**src/rtl/mux4_arb_pkg.sv**
```systemverilog
// Shared types, sizes and helpers for the 4-way round-robin mux arbiter.
package mux4_arb_pkg;

   typedef enum logic {
      IDLE  = 1'b0,
      GRANT = 1'b1
   } arb_state_t;

   localparam int unsigned NUM_REQ = 4;
   localparam int unsigned SEL_W   = 2;

   function automatic logic [NUM_REQ-1:0] onehot(input logic [SEL_W-1:0] idx);
      onehot      = '0;
      onehot[idx] = 1'b1;
   endfunction

endpackage

```
**src/rtl/mux_4to1_1b.sv**
```systemverilog
// 4:1 single-bit multiplexer shared by the arbitrated lane.
module mux_4to1_1b (
   input  logic       a,
   input  logic       b,
   input  logic       c,
   input  logic       d,
   input  logic [1:0] s,
   output logic       y
);

   always_comb begin
      y = a;
      case (s)
         2'd0: y = a;
         2'd1: y = b;
         2'd2: y = c;
         2'd3: y = d;
         default: y = a;
      endcase
   end

endmodule

```
**src/rtl/rr_pick4.sv**
```systemverilog
// Round-robin picker: first set request bit scanning ptr+1, ptr+2, ptr+3, ptr.
module rr_pick4
   import mux4_arb_pkg::*;
(
   input  logic [NUM_REQ-1:0] req,
   input  logic [SEL_W-1:0]   ptr,
   output logic [SEL_W-1:0]   idx,
   output logic               any
);

   logic [SEL_W-1:0] cand;

   // Scan from lowest priority to highest so the last hit wins.
   always_comb begin
      idx  = ptr;
      any  = 1'b0;
      cand = ptr;
      for (int unsigned k = NUM_REQ; k >= 1; k--) begin
         cand = ptr + SEL_W'(k);
         if (req[cand]) begin
            idx = cand;
            any = 1'b1;
         end
      end
   end

endmodule

```
**src/rtl/mux4_rr_arbiter.sv**
```systemverilog
// Round-robin arbiter driving a shared 4:1 1-bit mux onto a valid/ready stream.
// Optional macro ARB_LOCK_EN adds a lock input that suppresses hold-limit rotation.
module mux4_rr_arbiter
   import mux4_arb_pkg::*;
#(
   parameter int unsigned MAX_HOLD = 4,
   parameter int unsigned CNT_W    = 3
) (
   input  logic                 clk,
   input  logic                 rst,
   input  logic [NUM_REQ-1:0]   req,
   input  logic [NUM_REQ-1:0]   din,
   output logic [NUM_REQ-1:0]   gnt,
   output logic [SEL_W-1:0]     sel,
   output logic                 dout,
   output logic                 dout_valid,
   input  logic                 dout_ready
`ifdef ARB_LOCK_EN
   ,
   input  logic                 lock
`endif
);

   localparam logic [CNT_W:0]   HOLD_EXT = (CNT_W+1)'(MAX_HOLD);
   localparam logic [CNT_W-1:0] HOLD_MAX = CNT_W'(MAX_HOLD);

   arb_state_t           state, state_nx;
   logic [SEL_W-1:0]     sel_nx;
   logic [SEL_W-1:0]     ptr, ptr_nx;
   logic [CNT_W-1:0]     cnt, cnt_nx, cnt_next;
   logic [CNT_W:0]       cnt_sum;
   logic [NUM_REQ-1:0]   others;
   logic [SEL_W-1:0]     pick_idx;
   logic                 pick_any;
   logic                 xfer, stall, rotate_ok, hold_expired, release_own;

   rr_pick4 u_pick (
      .req (req),
      .ptr (ptr),
      .idx (pick_idx),
      .any (pick_any)
   );

   mux_4to1_1b u_mux (
      .a (din[0]),
      .b (din[1]),
      .c (din[2]),
      .d (din[3]),
      .s (sel),
      .y (dout)
   );

`ifdef ARB_LOCK_EN
   assign rotate_ok = !lock;
`else
   assign rotate_ok = 1'b1;
`endif

   assign gnt        = (state == GRANT) ? onehot(sel) : '0;
   assign dout_valid = (state == GRANT) && req[sel];
   assign xfer       = dout_valid && dout_ready;
   assign stall      = dout_valid && !dout_ready;
   assign others     = req & ~onehot(sel);

   // Extra bit keeps cnt+1 from wrapping when MAX_HOLD fills the counter.
   assign cnt_sum  = {1'b0, cnt} + (CNT_W+1)'(xfer);
   assign cnt_next = (cnt_sum >= HOLD_EXT) ? HOLD_MAX : cnt_sum[CNT_W-1:0];

   assign hold_expired = rotate_ok && (cnt_next == HOLD_MAX) && (others != '0);
   assign release_own  = !stall && (!req[sel] || hold_expired);

   // In GRANT ptr always equals sel, so the single picker already ranks the
   // current owner last when choosing the next one.
   always_comb begin
      state_nx = state;
      sel_nx   = sel;
      ptr_nx   = ptr;
      cnt_nx   = cnt;
      case (state)
         IDLE: begin
            if (pick_any) begin
               state_nx = GRANT;
               sel_nx   = pick_idx;
               ptr_nx   = pick_idx;
               cnt_nx   = '0;
            end
         end
         GRANT: begin
            if (release_own) begin
               cnt_nx = '0;
               if (others != '0) begin
                  sel_nx = pick_idx;
                  ptr_nx = pick_idx;
               end else begin
                  state_nx = IDLE;
               end
            end else begin
               cnt_nx = cnt_next;
            end
         end
         default: begin
            state_nx = IDLE;
         end
      endcase
   end

   always_ff @(posedge clk) begin
      if (rst) begin
         state <= IDLE;
         sel   <= '0;
         ptr   <= SEL_W'(NUM_REQ - 1);
         cnt   <= '0;
      end else begin
         state <= state_nx;
         sel   <= sel_nx;
         ptr   <= ptr_nx;
         cnt   <= cnt_nx;
      end
   end

endmodule

```
**config.mk**
```make
export PLATFORM = sky130hd
export DESIGN_NAME = mux4_rr_arbiter
export DESIGN_NICKNAME = d
export VERILOG_FILES = /design/src/rtl/mux4_arb_pkg.sv /design/src/rtl/mux_4to1_1b.sv /design/src/rtl/rr_pick4.sv /design/src/rtl/mux4_rr_arbiter.sv
export SDC_FILE = /design/constraint.sdc
export NUM_CORES = 1
export LEC_CHECK = 0
export CAP_MARGIN = 20
export CORE_MARGIN = 1.5
export CORE_UTILIZATION = 29
export CTS_CLUSTER_DIAMETER = 30
export CTS_CLUSTER_SIZE = 30
export DETAILED_ROUTE_END_ITERATION = 12
export PLACE_DENSITY = 0.54
export SLEW_MARGIN = 20
export SYNTH_ARGS = -nofsm -noshare
export SYNTH_HDL_FRONTEND = slang
export SYNTH_HIERARCHICAL = 1
export SYNTH_SLANG_ARGS = --single-unit
```
**constraint.sdc**
```tcl
create_clock -name clk -period 3.9 [get_ports clk]
set_clock_uncertainty 0.15 [all_clocks]
set_input_delay 0.78 -clock clk [delete_from_list [all_inputs] [get_ports clk]]
set_output_delay 0.78 -clock clk [all_outputs]
set_load 0.01 [all_outputs]
```
-- Word level (Yosys, flattened, before mapping)
Cells that the tools add are included.
- logic and storage cells: 71
- output and inout bits: 8
- bits in registers: 8
- input bits: 11
- order comparisons: 7
- reductions and logical operators: 13
- equality and inequality tests: 7
- muxes and demuxes: 33
- bitwise operators: 3
- $add $sub $neg: 4
- operator list (operator ; count):
    2-bit by 3-bit less-than comparator with 1-bit output (second input constant) ; 5
    1-bit 2-to-1 mux ; 13
    2-bit 2-to-1 mux ; 6
    1-bit binary-select mux with 2-bit select ; 5
    3-bit 2-to-1 mux ; 3
    1-bit logical AND ; 6
    3-bit case mux with 2 select lines ; 1
    2-bit adder (second input constant) ; 2
    3-bit by 1-bit adder with 4-bit output ; 1
    4-bit AND ; 1
    2-bit == test (second input constant) ; 2
    4-bit by 3-bit >= comparator with 1-bit output (second input constant) ; 1
    4-bit 2-to-1 mux ; 1
    2-bit by 1-bit != test with 1-bit output (second input constant) ; 2
    4-bit inverter ; 1
    1-bit case mux with 4 select lines ; 1
    2-bit case mux with 2 select lines ; 1
    4-bit nonzero test ; 1
    3-bit == test (second input constant) ; 1
    1-bit zero test ; 3
    3-bit AND reduction ; 1
    2-bit by 1-bit adder with 2-bit output (second input constant) ; 1
    1-bit demux with 2-bit select ; 1
    2-bit by 1-bit == test with 1-bit output (second input constant) ; 1
    other kinds (6) ; 6

-- Longest topological paths before layout
Gate-level depths: netlist of run 1.
- depth after elaboration: 13
- mapped depth: 10
- depth with buffers taken out: 9

-- Hierarchy
The synthesis of run 1 kept the hierarchy.
- by module, submodules not included (module ; area an instance (µm²) ; cells each ; times used ; sequential area each (µm²)):
    mux4_rr_arbiter ; 535.5 ; 62 ; 1 ; 160.2
    rr_pick4 ; 82.6 ; 14 ; 1 ; 0.0
    mux_4to1_1b ; 22.5 ; 1 ; 1 ; 0.0

-- Worst setup path after synthesis of run 1
OpenSTA, ideal clock, no wires.
- path kind: input-to-reg
- start: in req[1]
- end: reg ptr[0]
- arrival time: 2570 ps
- setup slack: 1061 ps
- cell stages on the path: 9
- data required time: 3630 ps
- library setup time: 120 ps
- buffers on the path: 0
- path through: mux4_1 -> and3_1 -> ha_1 -> ha_1 -> a21boi_0 -> a21oi_1 -> o2111ai_2 -> a31oi_1 -> nand2_1
- word-level cells in the longest chain between the ends: 13
- elaborated cells between the ends (all ways): 39
- those cells by class: add/sub: 1; order compare: 1; eq/ne: 4; mux: 22; bitwise: 1; reduce/logical: 10
- RTL lines (item ; RTL line ; RTL):
    from (decl) ; mux4_rr_arbiter.sv:11 ; input logic [NUM_REQ-1:0] req,
    1-bit binary-select mux with 2-bit select ; mux4_rr_arbiter.sv:60, mux4_rr_arbiter.sv:70 ;
    1-bit 2-to-1 mux (not written as such) ; mux4_rr_arbiter.sv:60, mux4_rr_arbiter.sv:70 ;
    1-bit logical AND ; mux4_rr_arbiter.sv:60 ; assign dout_valid = (state == GRANT) && req[sel];
    1-bit logical AND ; mux4_rr_arbiter.sv:61 ; assign xfer = dout_valid && dout_ready;
    3-bit by 1-bit adder with 4-bit output ; mux4_rr_arbiter.sv:66 ; assign cnt_sum = {1'b0, cnt} + (CNT_W+1)'(xfer);
    4-bit by 3-bit >= comparator with 1-bit output ; mux4_rr_arbiter.sv:67 ; assign cnt_next = (cnt_sum >= HOLD_EXT) ? HOLD_MAX : cnt_sum[CNT_W-1:0];
    3-bit 2-to-1 mux ; mux4_rr_arbiter.sv:67 ;
    3-bit == test ; mux4_rr_arbiter.sv:69 ; assign hold_expired = rotate_ok && (cnt_next == HOLD_MAX) && (others != '0);
    1-bit logical AND ; mux4_rr_arbiter.sv:69 ;
    1-bit logical OR ; mux4_rr_arbiter.sv:70 ; assign release_own = !stall && (!req[sel] || hold_expired);
    1-bit logical AND ; mux4_rr_arbiter.sv:70 ;
    2-bit by 1-bit != test with 1-bit output (no line) ; - ;
    3-bit AND reduction (no line) ; - ;
    to (signal assigned) ; mux4_rr_arbiter.sv:111 ; ptr <= SEL_W'(NUM_REQ - 1);
    to (signal assigned) ; mux4_rr_arbiter.sv:116 ; ptr <= ptr_nx;
    to (decl) ; mux4_rr_arbiter.sv:29 ; logic [SEL_W-1:0] ptr, ptr_nx;
Several ways; a longest one is shown, not always the timed one. The select of a mux whose other input is x is not followed.
A chain may end at the register's enable or synchronous reset.

-- Worst setup path in the final report of run 1
- start: in req[1]
- end: out dout_valid
- word-level cells in the longest chain between the ends: 3
- RTL lines (item ; RTL line ; RTL):
    1-bit binary-select mux with 2-bit select ; mux4_rr_arbiter.sv:60 ;
    1-bit 2-to-1 mux (not written as such) ; mux4_rr_arbiter.sv:60 ;
    1-bit logical AND ; mux4_rr_arbiter.sv:60 ;
    to (decl) ; mux4_rr_arbiter.sv:16 ; output logic dout_valid,
No other way between the ends. The select of a mux whose other input is x is not followed.

==> results of run 1 <==
[flip-flops by register name, summed over array words and instances (netlist names)]
signal  count
cnt         3
ptr         2
sel         2
state       1
[metal layers]
| layer | vias to the layer above | wire [um] |
|---|---|---|
| met4 | 0 | 0 |
| met2 | 11 | 780 |
| met5 | - | 0 |
| met3 | 0 | 61 |
| met1 | 295 | 713 |
| li1 | 332 | - |
[power by group]
group          switching, uW  internal [uW]  total, uW
clock                   26.8           35.1       62.0
combinational           42.0           57.8       99.8
sequential              12.0           88.7        101
[area by class of cell]
class                      count  area, sq um
tap                           27         33.8
sequential                     8          160
inverter                       3         11.3
clock buffer                   3         22.5
multi-input combinational     62          445
fill                         206         1140
timing repair buffer          22          210
[kinds of logic after synthesis]
logic type                 after synthesis  share of synthesized area (%)
and+or+nand+nor                         31                           25.2
AOI/OAI and AO/OA                       22                           24.2
DFF                                      8                           25.0
buffers and inverters                    7                           5.47
muxes                                    7                           16.2
adders and majority gates                2                           3.91
[placed cells by master, fill, tap and decap left out, drive strengths merged, types with 2 or more instances in the layout]
master          n
and3            2
o21ai           4
nor2            9
a22oi           2
mux4            2
nand2           4
nor3            2
a21oi           6
nor2b           4
a31oi           3
inv             3
ha              2
dfxtp           8
nand3           4
clkdlybuf4s50  18
nand2b          2
clkbuf          3
buf             4
mux2i           4
[how the worst min path moves through the flow]
| stage | slack (ns) | to |
|---|---|---|
| after detailed placement | 0.39 | ptr[0] |
| after floorplan | 0.33 | cnt[0] |
| after global routing | 0.42 | ptr[0] |
| final | 0.40 | cnt[1] |
| after CTS | 0.40 | ptr[0] |
| after global placement | 0.37 | cnt[0] |
[stage by stage]
step / cells / util [%] / setup WS, ns
6_report: 125 / 43.7 / 0.413
5_1_grt: 125 / 43.7 / 0.326
4_1_cts: 125 / 43.7 / 0.397
3_5_place_dp: 122 / 42.6 / 0.242
3_3_place_gp: 122 / 42.6 / 0.264
2_1_floorplan: 77 / - / 1.06
[worst reg2reg max path: cells and delay by family, from the launching register on]
kind / cells / cell delay [ns]
simple gates: 2 / 0.29
flops: 1 / 0.37
fa+ha+maj: 2 / 0.40
compound gates: 4 / 0.79
mux: 1 / 0.60
==> run_results.csv, run 1 <==
group,metric,value,unit
status,outcome,"completed",
global_routing,grt_util_all_layers,13.5,%
sta,worst_pin_slew,0.387,ns
sta,fin_crit_sh,89.4,%
setup_path,crit_chain,"clkdlybuf4s50_1 -> mux4_1 -> and2_4 -> clkdlybuf4s50_1",
global_routing,grt_first_pass_wirelength,2550,um
setup_path,crit_family,"buffers and inverters",
synthesis,ys_top_cells_by_count,"nor2_1, dfxtp_1, a21oi_1",
die,io_pins,19,
clocking,htreeDepth,1,
synthesis,synthCells,77,
die,die_w,50,um
setup_path,crit_fanout,8,
detailed_routing,ant_nets,0,
synthesis,syn-cell-area,641,sq um
pwr,fin_total_pwr,262,uW
sta,setup_violations,0,
synthesis,synth-edff-count,0,
sta,max_freq,287,MHz
cells_and_area,finalInstanceArea,883,sq um
setup_path,crit_cells,4,
cells_and_area,antennaDiodeCount,0,
cells_and_area,area_growth,37.9,%
synthesis,synth_top_area_share,25.0,%
pwr,irDropWorstVdd,0.000200,V
clocking,tritoncts,"built",
synthesis,synthArstFlopShare,0,%
synthesis,synth_nets,90,
setup_path,cp-end-kind,"output port",
setup_path,rr_startpoint,"sel[0]",
global_routing,use_met2,22.6,%
die,dieArea,0.00250,sq mm
setup_path,rrSetupSlack,1.19,ns
detailed_routing,vias,638,
setup_path,crit_arrival,2.56,ns
clocking,post-cts-setup-buffer-count,0,
clocking,clk_pin_slew,0.05,ns
global_routing,grt_overflow_total,0,
run,drv_cap,0,
setup_path,start_kind,"input port",
clocking,cts_hold_buffers,0,
placement,place_congestion,0.770,
die,core,0.00202,sq mm
sta,holdWs,0.397,ns
detailed_routing,via_per_inst,5.10,
sta,relSlewSlack,74.2,%
clocking,cts.path.max_buffers,2,
setup_path,worstSetupPathType,"input port to output port",
synthesis,synth.area.top_cells,"dfxtp_1, mux2i_1, nor2_1",
synthesis,avgSynthCellArea,8.32,sq um
detailed_routing,drt_iter0_drc,9,
die,initial_core_util,31.7,%
sta,hold_violations,0,
sta,tns,0,ns
setup_path,startpoint,"req[1]",
placement,dp_hpwl,1250,um
hold_path,hold_class,"flop to flop",
clocking,clock-sinks,8,
setup_path,ff2ff_path_depth,9,
setup_path,cpPeakStageDelay,0.58,ns
detailed_routing,routed_wl,1560,um
placement,portBuffers,18,
clocking,clk_latency,0.25,ns
cells_and_area,layout.nets,113,
global_routing,use_met1,16.0,%
setup_path,cp_common_cell,"clkdlybuf4s50_1",
hold_path,hp-start,"cnt[1]",
global_routing,met3_usage,5.45,%
setup_path,required,2.97,ns
synthesis,synth_top_area_cell,"dfxtp_1",
pwr,p_per_area,297,mW/mm^2
placement,placed_cell_area,861,sq um
synthesis,synth_warnings,6,
pwr,power.leakage,0.000360,uW
die,die_h,50,um
synthesis,ys_seq_area_share,25.0,%
global_routing,grt_max_degree,13,
hold_path,hold_depth,2,
setup_path,cp_slowest_cell,"mux4_1",
global_routing,top_usage_layer,"met2",
detailed_routing,wl_per_cell,12.4,um
detailed_routing,first_pass_iters,4,
clocking,cts_resized,0,
synthesis,ys_types,34,
setup_path,path_buf_inv,2,
synthesis,synthFlopType,"dfxtp_1",
detailed_routing,drc,0,
clocking,cts_root_buffer,"clkbuf_4",
sta,drv_slew,0,
sta,fin_crit,3.49,ns
global_routing,grt_pass1_vias,591,
setup_path,r2r-end,"ptr[0]",
clocking,cts_buffers,3,
die,rows,16,
global_routing,antenna_found_initial,0,
synthesis,ys_ff_latch,8,
cells_and_area,layout-drive-gt1-share,12.2,%
sta,rsz0062_at_grt,"false",
setup_path,crit_path_end,"dout_valid",
synthesis,yosysMostFrequentCell,"nor2_1",
Power figures use the tool's default switching activity.
==> inputs of run 2 (changes only) <==
--- a/config.mk
+++ b/config.mk
@@ -5,13 +5,16 @@
 export SDC_FILE = /design/constraint.sdc
 export NUM_CORES = 1
 export LEC_CHECK = 0
+export ABC_AREA = 1
 export CAP_MARGIN = 20
+export CELL_PAD_IN_SITES_DETAIL_PLACEMENT = 0
+export CELL_PAD_IN_SITES_GLOBAL_PLACEMENT = 2
 export CORE_MARGIN = 1.5
-export CORE_UTILIZATION = 29
+export CORE_UTILIZATION = 27
 export CTS_CLUSTER_DIAMETER = 30
 export CTS_CLUSTER_SIZE = 30
 export DETAILED_ROUTE_END_ITERATION = 12
-export PLACE_DENSITY = 0.54
+export PLACE_DENSITY_LB_ADDON = 0.1
 export SLEW_MARGIN = 20
 export SYNTH_ARGS = -nofsm -noshare
 export SYNTH_HDL_FRONTEND = slang
==> run_results.csv, run 2 <==
group,metric,value,unit
setup_path,crit_fanout,4,
hold_path,holdPathEnd,"cnt[0]",
cells_and_area,largest_registers,"cnt: 3 flops, ptr: 2 flops, sel: 2 flops",
cells_and_area,antennaDiodeCount,0,
setup_path,rr_startpoint,"sel[0]",
setup_path,worstSetupPathType,"input port to output port",
sta,fin_crit_sh,85.3,%
sta,rsz0062_at_grt,"false",
die,die_w,58.5,um
setup_path,rrSetupSlack,1.25,ns
detailed_routing,via_per_inst,4.58,
clocking,cts.path.max_buffers,2,
sta,max_freq,300,MHz
die,initial_core_util,29.4,%
cells_and_area,regArea,160,sq um
detailed_routing,drc,0,
setup_path,start_kind,"input port",
status,outcome,"completed",
hold_path,hp-start,"cnt[0]",
hold_path,hold_depth,2,
hold_path,hold_class,"flop to flop",
cells_and_area,regMostFlops,"cnt",
sta,relSlewSlack,64.9,%
setup_path,required,2.97,ns
synthesis,syn-cell-area,832,sq um
synthesis,synth_top_area_share,19.2,%
synthesis,synth_nets,149,
setup_path,crit_arrival,2.40,ns
sta,tns,0,ns
placement,dp_hpwl,1570,um
global_routing,grt_first_pass_wirelength,3110,um
synthesis,synth.area.top_cells,"dfxtp_1, nand2_1, nand2_2",
synthesis,synthFlopType,"dfxtp_1",
clocking,cts_root_buffer,"clkbuf_4",
clocking,clock-sinks,8,
die,dieArea,0.00342,sq mm
cells_and_area,largest_reg_flops,3,
global_routing,met3_usage,0.659,%
detailed_routing,vias,848,
global_routing,grt_util_all_layers,11.5,%
cells_and_area,area_growth,25.0,%
pwr,power.leakage,0.000510,uW
clocking,cts_resized,0,
sta,hold_violations,0,
synthesis,ys_ff_latch,8,
die,io_pins,19,
sta,worst_pin_slew,0.526,ns
clocking,clk_pin_slew,0.05,ns
setup_path,cpPeakStageDelay,0.58,ns
die,rows,19,
setup_path,ff2ff_path_depth,15,
cells_and_area,multi_input_area,541,sq um
detailed_routing,routed_wl,1870,um
detailed_routing,ant_nets,0,
synthesis,synthCells,136,
clocking,cts_buffers,3,
setup_path,cp_slowest_cell,"clkdlybuf4s50_1",
synthesis,ys_top_cells_by_count,"nand2_1, inv_1, nand2_2, nand3_1, a21oi_1",
setup_path,crit_chain,"clkdlybuf4s50_1 -> nand3_1 -> nand4_2 -> nand2_1 -> inv_2 -> clkdlybuf4s50_1",
global_routing,top_usage_layer,"met2",
global_routing,grt_pass1_vias,749,
cells_and_area,final_core_util,36.8,%
synthesis,yosysMostFrequentCell,"nand2_1",
global_routing,antenna_found_initial,0,
cells_and_area,layout.nets,169,
run,drv_cap,0,
global_routing,use_met2,19.4,%
synthesis,ys_seq_area_share,19.2,%
setup_path,path_buf_inv,3,
detailed_routing,drt_iter0_drc,28,
setup_path,crit_family,"buffers and inverters",
clocking,cts_hold_buffers,0,
cells_and_area,fillers,329,
die,core,0.00283,sq mm
sta,drv_slew,0,
setup_path,cp_common_cell,"clkdlybuf4s50_1",
pwr,irDropWorstVdd,0.000257,V
clocking,post-cts-setup-buffer-count,0,
global_routing,grt_max_degree,13,
sta,setup_violations,0,
detailed_routing,first_pass_iters,4,
cells_and_area,layout_commonest_cell,"nand2_1",
clocking,htreeDepth,1,
placement,portBuffers,18,
sta,fin_crit,3.33,ns
die,die_h,58.5,um
clocking,clk_latency,0.24,ns
global_routing,grt_overflow_total,0,
cells_and_area,layout-drive-gt1-share,23.4,%
detailed_routing,wl_per_cell,10.1,um
synthesis,avgSynthCellArea,6.12,sq um
setup_path,cp-end-kind,"output port",
placement,place_congestion,0.780,
sta,fin_ws,0.572,ns
clocking,tritoncts,"built",
pwr,p_per_area,608,mW/mm^2
synthesis,synthArstFlopShare,0,%
synthesis,ys_types,22,
global_routing,use_met1,15.5,%
synthesis,synth_warnings,6,
cells_and_area,most-common-layout-cells,"nand2_1, clkdlybuf4s50_1, nand2_2, inv_1, nand3_1",
synthesis,synth-edff-count,0,
setup_path,r2r-end,"sel[0]",
placement,pre_cts_slack,0.567,ns
synthesis,synth_top_area_cell,"dfxtp_1",
==> run 2: area by class of cell <==
type | count | area share, %
multi-input cells | 101 | 52.0
inverters | 24 | 9.39
well taps | 31 | 3.73
clock buffers | 3 | 2.17
repair buffers | 18 | 17.3
flip-flops and latches | 8 | 15.4
==> run 2: tightest hold or removal path, stage by stage, from the launching register on <==
cell and delay (ns):
dfxtp_1 0.31, nand2_1 0.06, a21oi_1 0.05
==> run 2: how the worst max path moves through the flow <==
| stage | from | end | slack (ns) | cells past startpoint |
|---|---|---|---|---|
| 2_1_floorplan | req[3] | ptr[0] | 1.33 | 13 |
| 3_3_place_gp | req[3] | dout_valid | 0.59 | 6 |
| 3_5_place_dp | req[3] | sel[1] | 0.57 | 15 |
| 4_1_cts | req[3] | dout_valid | 0.56 | 6 |
| 5_1_grt | req[3] | dout_valid | 0.49 | 6 |
| 6_report | req[3] | dout_valid | 0.57 | 6 |
==> run 2: kinds of logic after synthesis <==
kind of cell,share of synthesized area (%)
AOI/OAI and AO/OA,9.02
DFF,19.2
adders and majority gates,3.01
and+or+nand+nor,52.9
buffers and inverters,15.8
==> run 2: per-stage QoR <==
stage | power (uW) | cells | cell area (sq um) | hold WS (ns)
2_1_floorplan | 478 | 136 | 832 | 0.292
3_3_place_gp | 578 | 182 | 1020 | 0.316
3_5_place_dp | 580 | 182 | 1020 | 0.322
4_1_cts | 641 | 185 | 1040 | 0.330
5_1_grt | 699 | 185 | 1040 | 0.351
6_report | 632 | 185 | 1040 | 0.327
==> run 2: layer usage <==
layer	vias to the layer above	wire length, um
met2	16	859
met5	-	0
met3	2	68
li1	459	-
met1	371	933
met4	0	8
==> run 2: power breakdown <==
| group | switching (uW) | internal, uW |
|---|---|---|
| Clock | 24.3 | 35.0 |
| Combinational | 234 | 176 |
| Sequential | 60.2 | 103 |
